## config.mk

```make
export PLATFORM = sky130hd
export DESIGN_NAME = pipe_control_unit
export DESIGN_NICKNAME = d
export VERILOG_FILES = /design/src/rtl/ctrl_pkg.sv /design/src/rtl/ctrl_decoder.sv /design/src/rtl/pipe_control_unit.sv
export SDC_FILE = /design/constraint.sdc
export NUM_CORES = 1
export LEC_CHECK = 0
export CORE_ASPECT_RATIO = 1.75
export CORE_MARGIN = 3
export CORE_UTILIZATION = 38
export DETAILED_ROUTE_END_ITERATION = 8
export GPL_TIMING_DRIVEN = 0
export PLACE_DENSITY = 0.73
export SYNTH_ARGS = -nofsm -noshare
export SYNTH_HDL_FRONTEND = slang
export SYNTH_SLANG_ARGS = --single-unit
```

## constraint.sdc

```tcl
create_clock -name clk -period 2.1 [get_ports clk]
set_input_delay 0.42 -clock clk [delete_from_list [all_inputs] [get_ports clk]]
set_output_delay 0.42 -clock clk [all_outputs]
set_load 0.1 [all_outputs]
```

## src/rtl/ctrl_pkg.sv

```systemverilog
// Shared types for the pipeline control unit: opcode encoding, ALU control
// codes, the per-stage control bundle and the hold FSM states.
`timescale 1ns/1ps
package ctrl_pkg;

    typedef enum logic [3:0] {
        OP_LOAD  = 4'b0000,
        OP_STORE = 4'b0001,
        OP_IMM   = 4'b0010,
        OP_MOV   = 4'b0011,
        OP_OUT   = 4'b0100,
        OP_ADD   = 4'b0101,
        OP_SUB   = 4'b0110,
        OP_AND   = 4'b0111,
        OP_OR    = 4'b1000,
        OP_XOR   = 4'b1001,
        OP_CMP   = 4'b1010,
        OP_BR0   = 4'b1011,
        OP_BR1   = 4'b1100,
        OP_BR2   = 4'b1101,
        OP_BR3   = 4'b1110,
        OP_BR4   = 4'b1111
    } opcode_e;

    localparam logic [2:0] ALU_ADD  = 3'b000;
    localparam logic [2:0] ALU_SUB  = 3'b001;
    localparam logic [2:0] ALU_OR   = 3'b010;
    localparam logic [2:0] ALU_AND  = 3'b100;
    localparam logic [2:0] ALU_XOR  = 3'b101;
    localparam logic [2:0] ALU_PASS = 3'b110;
    localparam logic [2:0] ALU_IMM  = 3'b111;

    // valid marks a real instruction; a bubble is the all-zero bundle.
    typedef struct packed {
        logic       valid;
        logic       we;
        logic       mwe;
        logic       d2;
        logic       pc;
        logic       rs;
        logic       out;
        logic [2:0] alu;
    } ctrl_bundle_t;

    localparam ctrl_bundle_t CTRL_NOP = '0;

    typedef enum logic {
        ST_RUN  = 1'b0,
        ST_HOLD = 1'b1
    } fsm_state_e;

endpackage

```

## src/rtl/ctrl_decoder.sv

```systemverilog
// Combinational decode of the D-stage opcode into a control bundle.
`timescale 1ns/1ps
module ctrl_decoder
    import ctrl_pkg::*;
#(
    parameter int OPCODEWIDTH = 4
) (
    input  logic [OPCODEWIDTH-1:0] opcode,
    input  logic                   valid,
    output ctrl_bundle_t           ctrl
);

    logic legal;

    // Any nonzero bit above the low nibble makes the opcode unlisted.
    assign legal = ((opcode >> 4) == '0);

    always_comb begin
        ctrl = CTRL_NOP;
        if (valid && legal) begin
            ctrl.valid = 1'b1;
            case (opcode[3:0])
                OP_LOAD:  begin ctrl.we = 1'b1; ctrl.rs = 1'b1; ctrl.alu = ALU_PASS; end
                OP_STORE: begin ctrl.mwe = 1'b1; ctrl.alu = ALU_PASS; end
                OP_IMM:   begin ctrl.we = 1'b1; ctrl.d2 = 1'b1; ctrl.alu = ALU_IMM; end
                OP_MOV:   begin ctrl.we = 1'b1; ctrl.alu = ALU_PASS; end
                OP_OUT:   begin ctrl.out = 1'b1; ctrl.alu = ALU_PASS; end
                OP_ADD:   begin ctrl.we = 1'b1; ctrl.alu = ALU_ADD; end
                OP_SUB:   begin ctrl.we = 1'b1; ctrl.alu = ALU_SUB; end
                OP_AND:   begin ctrl.we = 1'b1; ctrl.alu = ALU_AND; end
                OP_OR:    begin ctrl.we = 1'b1; ctrl.alu = ALU_OR; end
                OP_XOR:   begin ctrl.we = 1'b1; ctrl.alu = ALU_XOR; end
                OP_CMP:   begin ctrl.alu = ALU_SUB; end
                default:  begin ctrl.pc = 1'b1; ctrl.d2 = 1'b1; ctrl.alu = ALU_ADD; end
            endcase
        end
    end

endmodule

```

## src/rtl/pipe_control_unit.sv

```systemverilog
// Control bundle pipeline D->E->M->WB with load-use stall, E flush and an
// OUT hold FSM that keeps an OUT instruction in M for OUT_HOLD cycles.
`timescale 1ns/1ps
module pipe_control_unit
    import ctrl_pkg::*;
#(
    parameter int OPCODEWIDTH = 4,
    parameter int REGWIDTH    = 4,
    parameter int OUT_HOLD    = 2
) (
    input  logic                   clk,
    input  logic                   reset,
    input  logic [OPCODEWIDTH-1:0] opcodeD,
    input  logic                   validD,
    input  logic [REGWIDTH-1:0]    rs1D,
    input  logic [REGWIDTH-1:0]    rs2D,
    input  logic [REGWIDTH-1:0]    rdD,
    input  logic                   flushE,
    output logic                   stallFD,
    output logic                   obtainPCAsR1E,
    output logic                   data2SelectorE,
    output logic [2:0]             aluControlE,
    output logic                   writeDataEnableM,
    output logic                   outFlagM,
    output logic                   writeEnableWB,
    output logic                   resultSelectorWB,
    output logic [REGWIDTH-1:0]    rdWB,
    output logic                   busy
);

    localparam int CW = $clog2(OUT_HOLD + 1);

    ctrl_bundle_t        dec;
    ctrl_bundle_t        ctl_e;
    logic [REGWIDTH-1:0] rd_e, rd_m, rd_wb;
    logic                we_m, mwe_m, rs_m, out_m;
    logic                we_wb, rs_wb;

    fsm_state_e          state, state_next;
    logic [CW-1:0]       cnt, cnt_next;
    logic                freeze;
    logic                hazard;

    ctrl_decoder #(
        .OPCODEWIDTH(OPCODEWIDTH)
    ) u_dec (
        .opcode(opcodeD),
        .valid (validD),
        .ctrl  (dec)
    );

    assign hazard = ctl_e.valid && ctl_e.rs && (rd_e != '0) && validD &&
                    ((rs1D == rd_e) || (rs2D == rd_e));

    // freeze covers the RUN cycle that enters HOLD as well, so the OUT
    // stays in M across that edge; the last HOLD cycle lets M advance.
    always_comb begin
        state_next = state;
        cnt_next   = cnt;
        freeze     = 1'b0;
        case (state)
            ST_RUN: begin
                if (out_m && (OUT_HOLD > 1)) begin
                    state_next = ST_HOLD;
                    cnt_next   = CW'(OUT_HOLD - 1);
                    freeze     = 1'b1;
                end
            end
            ST_HOLD: begin
                if (cnt <= CW'(1)) begin
                    state_next = ST_RUN;
                    cnt_next   = '0;
                end else begin
                    cnt_next   = cnt - CW'(1);
                    freeze     = 1'b1;
                end
            end
            default: begin
                state_next = ST_RUN;
                cnt_next   = '0;
            end
        endcase
    end

    always_ff @(posedge clk or posedge reset) begin
        if (reset) begin
            state <= ST_RUN;
            cnt   <= '0;
        end else begin
            state <= state_next;
            cnt   <= cnt_next;
        end
    end

    always_ff @(posedge clk or posedge reset) begin
        if (reset) begin
            ctl_e <= CTRL_NOP;
            rd_e  <= '0;
            we_m  <= 1'b0;
            mwe_m <= 1'b0;
            rs_m  <= 1'b0;
            out_m <= 1'b0;
            rd_m  <= '0;
            we_wb <= 1'b0;
            rs_wb <= 1'b0;
            rd_wb <= '0;
        end else if (freeze) begin
            we_wb <= 1'b0;
            rs_wb <= 1'b0;
            rd_wb <= '0;
            if (flushE) begin
                ctl_e <= CTRL_NOP;
                rd_e  <= '0;
            end
        end else begin
            we_wb <= we_m;
            rs_wb <= rs_m;
            rd_wb <= rd_m;
            we_m  <= ctl_e.we;
            mwe_m <= ctl_e.mwe;
            rs_m  <= ctl_e.rs;
            out_m <= ctl_e.out;
            rd_m  <= rd_e;
            if (flushE || hazard) begin
                ctl_e <= CTRL_NOP;
                rd_e  <= '0;
            end else begin
                ctl_e <= dec;
                rd_e  <= dec.valid ? rdD : '0;
            end
        end
    end

    assign stallFD          = freeze || hazard;
    assign busy             = (state == ST_HOLD);
    assign obtainPCAsR1E    = ctl_e.pc;
    assign data2SelectorE   = ctl_e.d2;
    assign aluControlE      = ctl_e.alu;
    assign writeDataEnableM = mwe_m;
    assign outFlagM         = out_m;
    assign writeEnableWB    = we_wb;
    assign resultSelectorWB = rs_wb;
    assign rdWB             = rd_wb;

endmodule

```

# Yosys cells after proc, flatten, opt, wreduce, memory -nomap -nowiden
# Cells that the tools add are included.
# word_totals
ff_bits	31
latchBits	0
ramBits	0
mem_bits_ro	0
output_inout_bits	15
word_cells	74
n_memories	0
# op_classes
add_sub_neg	1
mul	0
n_div	0
order_cmp	1
eq_ne	14
shifts	0
mux	24
bitwise_logic	1
n_reduce_logical	14
# op_table
operator	n
$mux W10	4
$mux W4	5
$pmux W3 S6	1
$eq A4 B3 Y1 const B	4
$eq A4 B4 Y1 const B	3
$reduce_or A11 Y1	1
$mux W1	10
$reduce_or A10 Y1	1
$eq A4 B2 Y1 const B	2
$eq A4 B4 Y1	2
$reduce_or A8 Y1	1
$eq A4 B1 Y1 const B	1
$logic_and A1 B1 Y1	4
$logic_not A4 Y1	1
$mux W2	2
$ne A2 B2 Y1 const B	2
$pmux W2 S2	1
$reduce_bool A4 Y1	1
$reduce_or A4 Y1	1
$logic_or A1 B1 Y1	3
$le A2 B1 Y1 const B	1
$pmux W1 S2	1
$reduce_or A2 Y1	1
$sub A2 B1 Y2 const B	1
$not A1 Y1	1

# Logic depth before layout (Yosys ltp)
# logic_depth
ltp_word	7
ltp_mapped	5
ltp_nobuf	4

# Modules after synthesis
# From an unflattened synthesis, not the netlist that was laid out.
# hier_totals
hier_cells	158
area_unflattened_um2	1717.9
# modules_own_cells
module	n_inst	cells_per_inst	area_each_um2
pipe_control_unit	1	125	1482.7
ctrl_decoder	1	33	235.2

# Worst setup path after synthesis
# OpenSTA, ideal clock, no wires.
# synth_timing
kind	flip-flop to output port
from	reg state (netlist: busy)
to	out stallFD
t_arrival_ps	2211
t_required_ps	1680
setup_slack_ps	-531
stages_incl_launch_ff	5
cell_sequence	dfrtp_1 > mux2i_4 > clkbuf_1 > inv_1 > a21o_2
# synth_via
elab_chain_len	3
# synth_rtl
item	line	text
from (decl)	pipe_control_unit.sv:39	fsm_state_e state, state_next;
from (signal assigned)	pipe_control_unit.sv:90	state <= state_next;
$not A1 Y1	--	
$pmux W1 S2 (*)	pipe_control_unit.sv:61	case (state)
via freeze	pipe_control_unit.sv:41	logic freeze;
$logic_or A1 B1 Y1 (*)	pipe_control_unit.sv:134	assign stallFD = freeze || hazard;
to (decl)	pipe_control_unit.sv:19	output logic stallFD,
# Mark *: on every way through the listed nets, which the timed path passes. The rest lies on a longest branch.

# Final worst setup path
# layout_timing
from	reg rd_e[1]
to	out stallFD
# layout_via
elab_chain_len	5
word_cells_on_any_way	8
cone_classes	eq/ne: 2; reduce/logical: 6
# layout_rtl
item	line	text
from (decl)	pipe_control_unit.sv:35	logic [REGWIDTH-1:0] rd_e, rd_m, rd_wb;
from (signal assigned)	pipe_control_unit.sv:129	rd_e <= dec.valid ? rdD : '0;
$reduce_bool A4 Y1	pipe_control_unit.sv:52	assign hazard = ctl_e.valid && ctl_e.rs && (rd_e != '0) && validD &&
$logic_and A1 B1 Y1 (2 in series)	pipe_control_unit.sv:52	
$logic_and A1 B1 Y1 (*)	pipe_control_unit.sv:52	
$logic_or A1 B1 Y1 (*)	pipe_control_unit.sv:134	
# Every way passes the cells marked *; elsewhere a longest branch is shown, timed or not.

==> flow_summary.ini <==
[status]
status = finished, violations left
violations = negative setup slack

[pwr]
power.net_switching_mw = 0.7678
p_int_mw = 1.192
p_sw_frac = 0.3919
comb_power_share = 0.381
vdd.ir_drop.worst_uv = 742.7
power_frac_clock = 0.244
power_density_mw_per_mm2 = 940.6
p_leak_nw = 0.9972
p_seq_frac = 0.375

[logic_synthesis]
syn_inst = 139
synth_top_area_share = 0.5219
synth_compound_area_frac = 0.1490
synth_nets = 159
ys_warn_count = 0
synth.area.mux_share = 0.07576
syn-cell-area_mm2 = 0.001486
syn_area_per_cell_um2 = 10.69
synth_area_leaders = dfrtp_1, mux2_2, xnor2_1, nand2_1, o31ai_2
ys_ff_latch = 31
synth_top_area_cell = dfrtp_1
synth-xor-area-share = 0.04714
synthAdderAreaFrac = 0
ys_seq_area_frac = 0.5219
synth_simple_gate_area_frac = 0.1490
synth_top_family_by_area = compound AO/OA/AOI/OAI gates
synth_cell_types = 30

[final_layout]
layout.nets = 208
antenna_cells = 0
syn_to_final_growth_pct = 40.15
layoutNonFillerInstCount = 235
regArea_um2 = 783.3
num-fill-cells = 344
drive_gt1_frac = 0.2593
utilization = 0.5629
multiInputGateArea_um2 = 655.6

[sta]
setup_ws_ps = -178.1
skew_ps = 4.547
rsz0062_at_grt = yes
tightest_slew_ps = 1164
report.final.hold_viol_count = 0
max_freq_ghz = 0.4390
drv_slew = 0
slew_headroom = 0.2231
setup_viol = 1
period_minus_slack_ps = 2278
timing.final.crit_share = 1.085

[critical_path]
slowest_delay_ps = 540
reg2reg_slack_ps = 330
cp-endpoint = stallFD
start_kind = register
r2r_end = obtainPCAsR1E
crit_chain = or4_4 -> nand3_4 -> a21oi_4 -> buf_8 -> a21o_4 -> buf_12
crit_fanout = 3
worstReg2RegStart = rd_e[1]
worst_setup_path_end_kind = output port
arrival_ps = 1860
rr_worst_depth = 6
critPathSlowestCell = or4_4
startpoint = rd_e[1]
worstPathRequired_ps = 1680
path_class = reg -> out

[clock_network]
clkTransAtPathRegs_ps = 60
cts-root-buf = clkbuf_8
clkSinkCount = 31
cts_tree = built
hold_buffers = 0
htree_levels = 2
clk_latency_ps = 280
cts_buffer_depth = 2
cts_buffers = 5

[floorplan]
core-area_mm2 = 0.003701
ios = 35
fp.dieArea_mm2 = 0.004728
die_x_um = 53.28
die-height_um = 88.74
num_rows = 29
initial_utilization = 0.4016

[placed_design]
dpl.cell_count = 216
dpl_worst_slack_ps = -1338
io_buffers = 31
post-dp-hpwl_um = 2340
gp_congestion = 0.9095

[drt]
drt-pass1-iter-count = 4
drt_iter0_markers = 28
wire_per_inst_um = 14.40
ant_nets = 0
vias = 1212
drt_wl_total_um = 3384
drc = 0
vias_per_cell = 5.157

[global_routing]
antenna_found_initial = 0
grt_pass1_vias = 1230
grt_overflow = 0
grt_pass1_wl_um = 5437
grt_max_degree = 32
grt.total_usage = 0.1611

[job]
max_cap_violations = 0

[worst_hold_path]
hp-class = reg -> reg
hold_start = rd_m[1]
## power groups by stage
stage	combinational [mW]	sequential [mW]	clock (mW)
final	0.747	0.735	0.478
after global routing	0.786	0.748	0.517
after CTS	0.702	0.733	0.494
after detailed placement	0.689	0.748	0
after global placement	0.677	0.743	0
after floorplan	0.291	0.971	0
## sequential cells by signal, summed over array words and instances (netlist names)
register	cells
aluControlE	3
busy	1
cnt	2
ctl_e	5
data2SelectorE	1
obtainPCAsR1E	1
outFlagM	1
rdWB	4
rd_e	4
rd_m	4
resultSelectorWB	1
rs_m	1
we_m	1
writeDataEnableM	1
writeEnableWB	1
## kinds of logic (layout without fill, tap and decap cells)
| group | after synthesis | after routing |
|---|---|---|
| XOR/XNOR | 8 | 8 |
| AND/OR/NAND/NOR | 45 | 45 |
| buffers and inverters | 17 | 67 |
| AO/OA/AOI/OAI | 29 | 29 |
| multiplexers | 9 | 9 |
| flip-flops | 31 | 31 |
## cells in the mapped netlist
library cell / n
dfrtp_1: 31
nand2_1: 17
mux2_2: 8
o21ai_0: 8
xnor2_1: 8
inv_1: 7
and2_1: 6
nor2_1: 6
a21oi_1: 5
o31ai_2: 5
clkbuf_1: 4
nand4_1: 4
nor2b_1: 4
o31ai_1: 4
buf_4: 3
nand2b_1: 3
buf_2: 2
nand3_1: 2
a211o_1: 1
a21o_2: 1
a21oi_2: 1
a22oi_1: 1
and3_1: 1
buf_6: 1
mux2i_4: 1
nor3_1: 1
o211ai_1: 1
o22ai_1: 1
o41ai_2: 1
or4_1: 1
## layout make-up
class	count	area share
Multi-Input combinational cell	91	0.3147
Buffer	9	0.02823
Clock buffer	7	0.04144
Timing Repair Buffer	43	0.1970
Clock inverter	1	0.002402
Sequential cell	31	0.3760
Tap cell	46	0.02763
Inverter	7	0.01261
## through the flow
step	power, mW	hold WS [ps]	TNS [ps]	instance area (um2)
global placement	1.421	457.4	-1300	1866
finish	1.959	479.0	-178.1	2083
CTS	1.929	479.4	-220.1	2014
floorplan	1.262	442.9	0	1498
detailed placement	1.437	465.6	-1338	1866
global route	2.051	507.2	-243.9	2083
## worst max-delay path: cells and delay by family, from the launching register on
kind / cells / cell delay, ps
AOI/OAI and AO/OA: 2 / 240
buffers and inverters: 2 / 280
DFF: 1 / 430
and+or+nand+nor: 2 / 630
## how the worst min path moves through the flow
stage	to	slack, ps	depth (start not counted)
6_report	rdWB[1]	480	1
3_3_place_gp	ctl_e[8]	460	2
2_1_floorplan	ctl_e[8]	440	2
3_5_place_dp	resultSelectorWB	470	1
4_1_cts	resultSelectorWB	480	1
5_1_grt	ctl_e[3]	510	2
## layout by cell type (no fill, tap or decap), types with 5 or more instances in the layout
| cell | netlist | routed |
|---|---|---|
| inv_1 | 7 | 7 |
| nor2_1 | 6 | 6 |
| dfrtp_1 | 31 | 27 |
| buf_4 | 3 | 14 |
| a21oi_1 | 5 | 5 |
| dlygate4sd2_1 | 0 | 14 |
| o21ai_0 | 8 | 8 |
| clkbuf_8 | 0 | 6 |
| nand2_1 | 17 | 17 |
| xnor2_1 | 8 | 8 |
| clkdlybuf4s50_1 | 0 | 14 |
| mux2_2 | 8 | 8 |
| o31ai_2 | 5 | 5 |
| and2_1 | 6 | 6 |
## what timing repair did
item                       CTS  global route
setup buffers                5             7
pin swaps                    2             8
gates resized for setup     28             4
setup endpoints to repair   15             1
## metal layers
layer	GRT usage	wire, um	vias up
met5	0	0	-
met4	0.1140	144	0
met3	0.03373	161	12
met2	0.2849	1956	43
met1	0.1594	1121	585
li1	-	-	572
No activity file was read; power rests on OpenSTA's default activity.
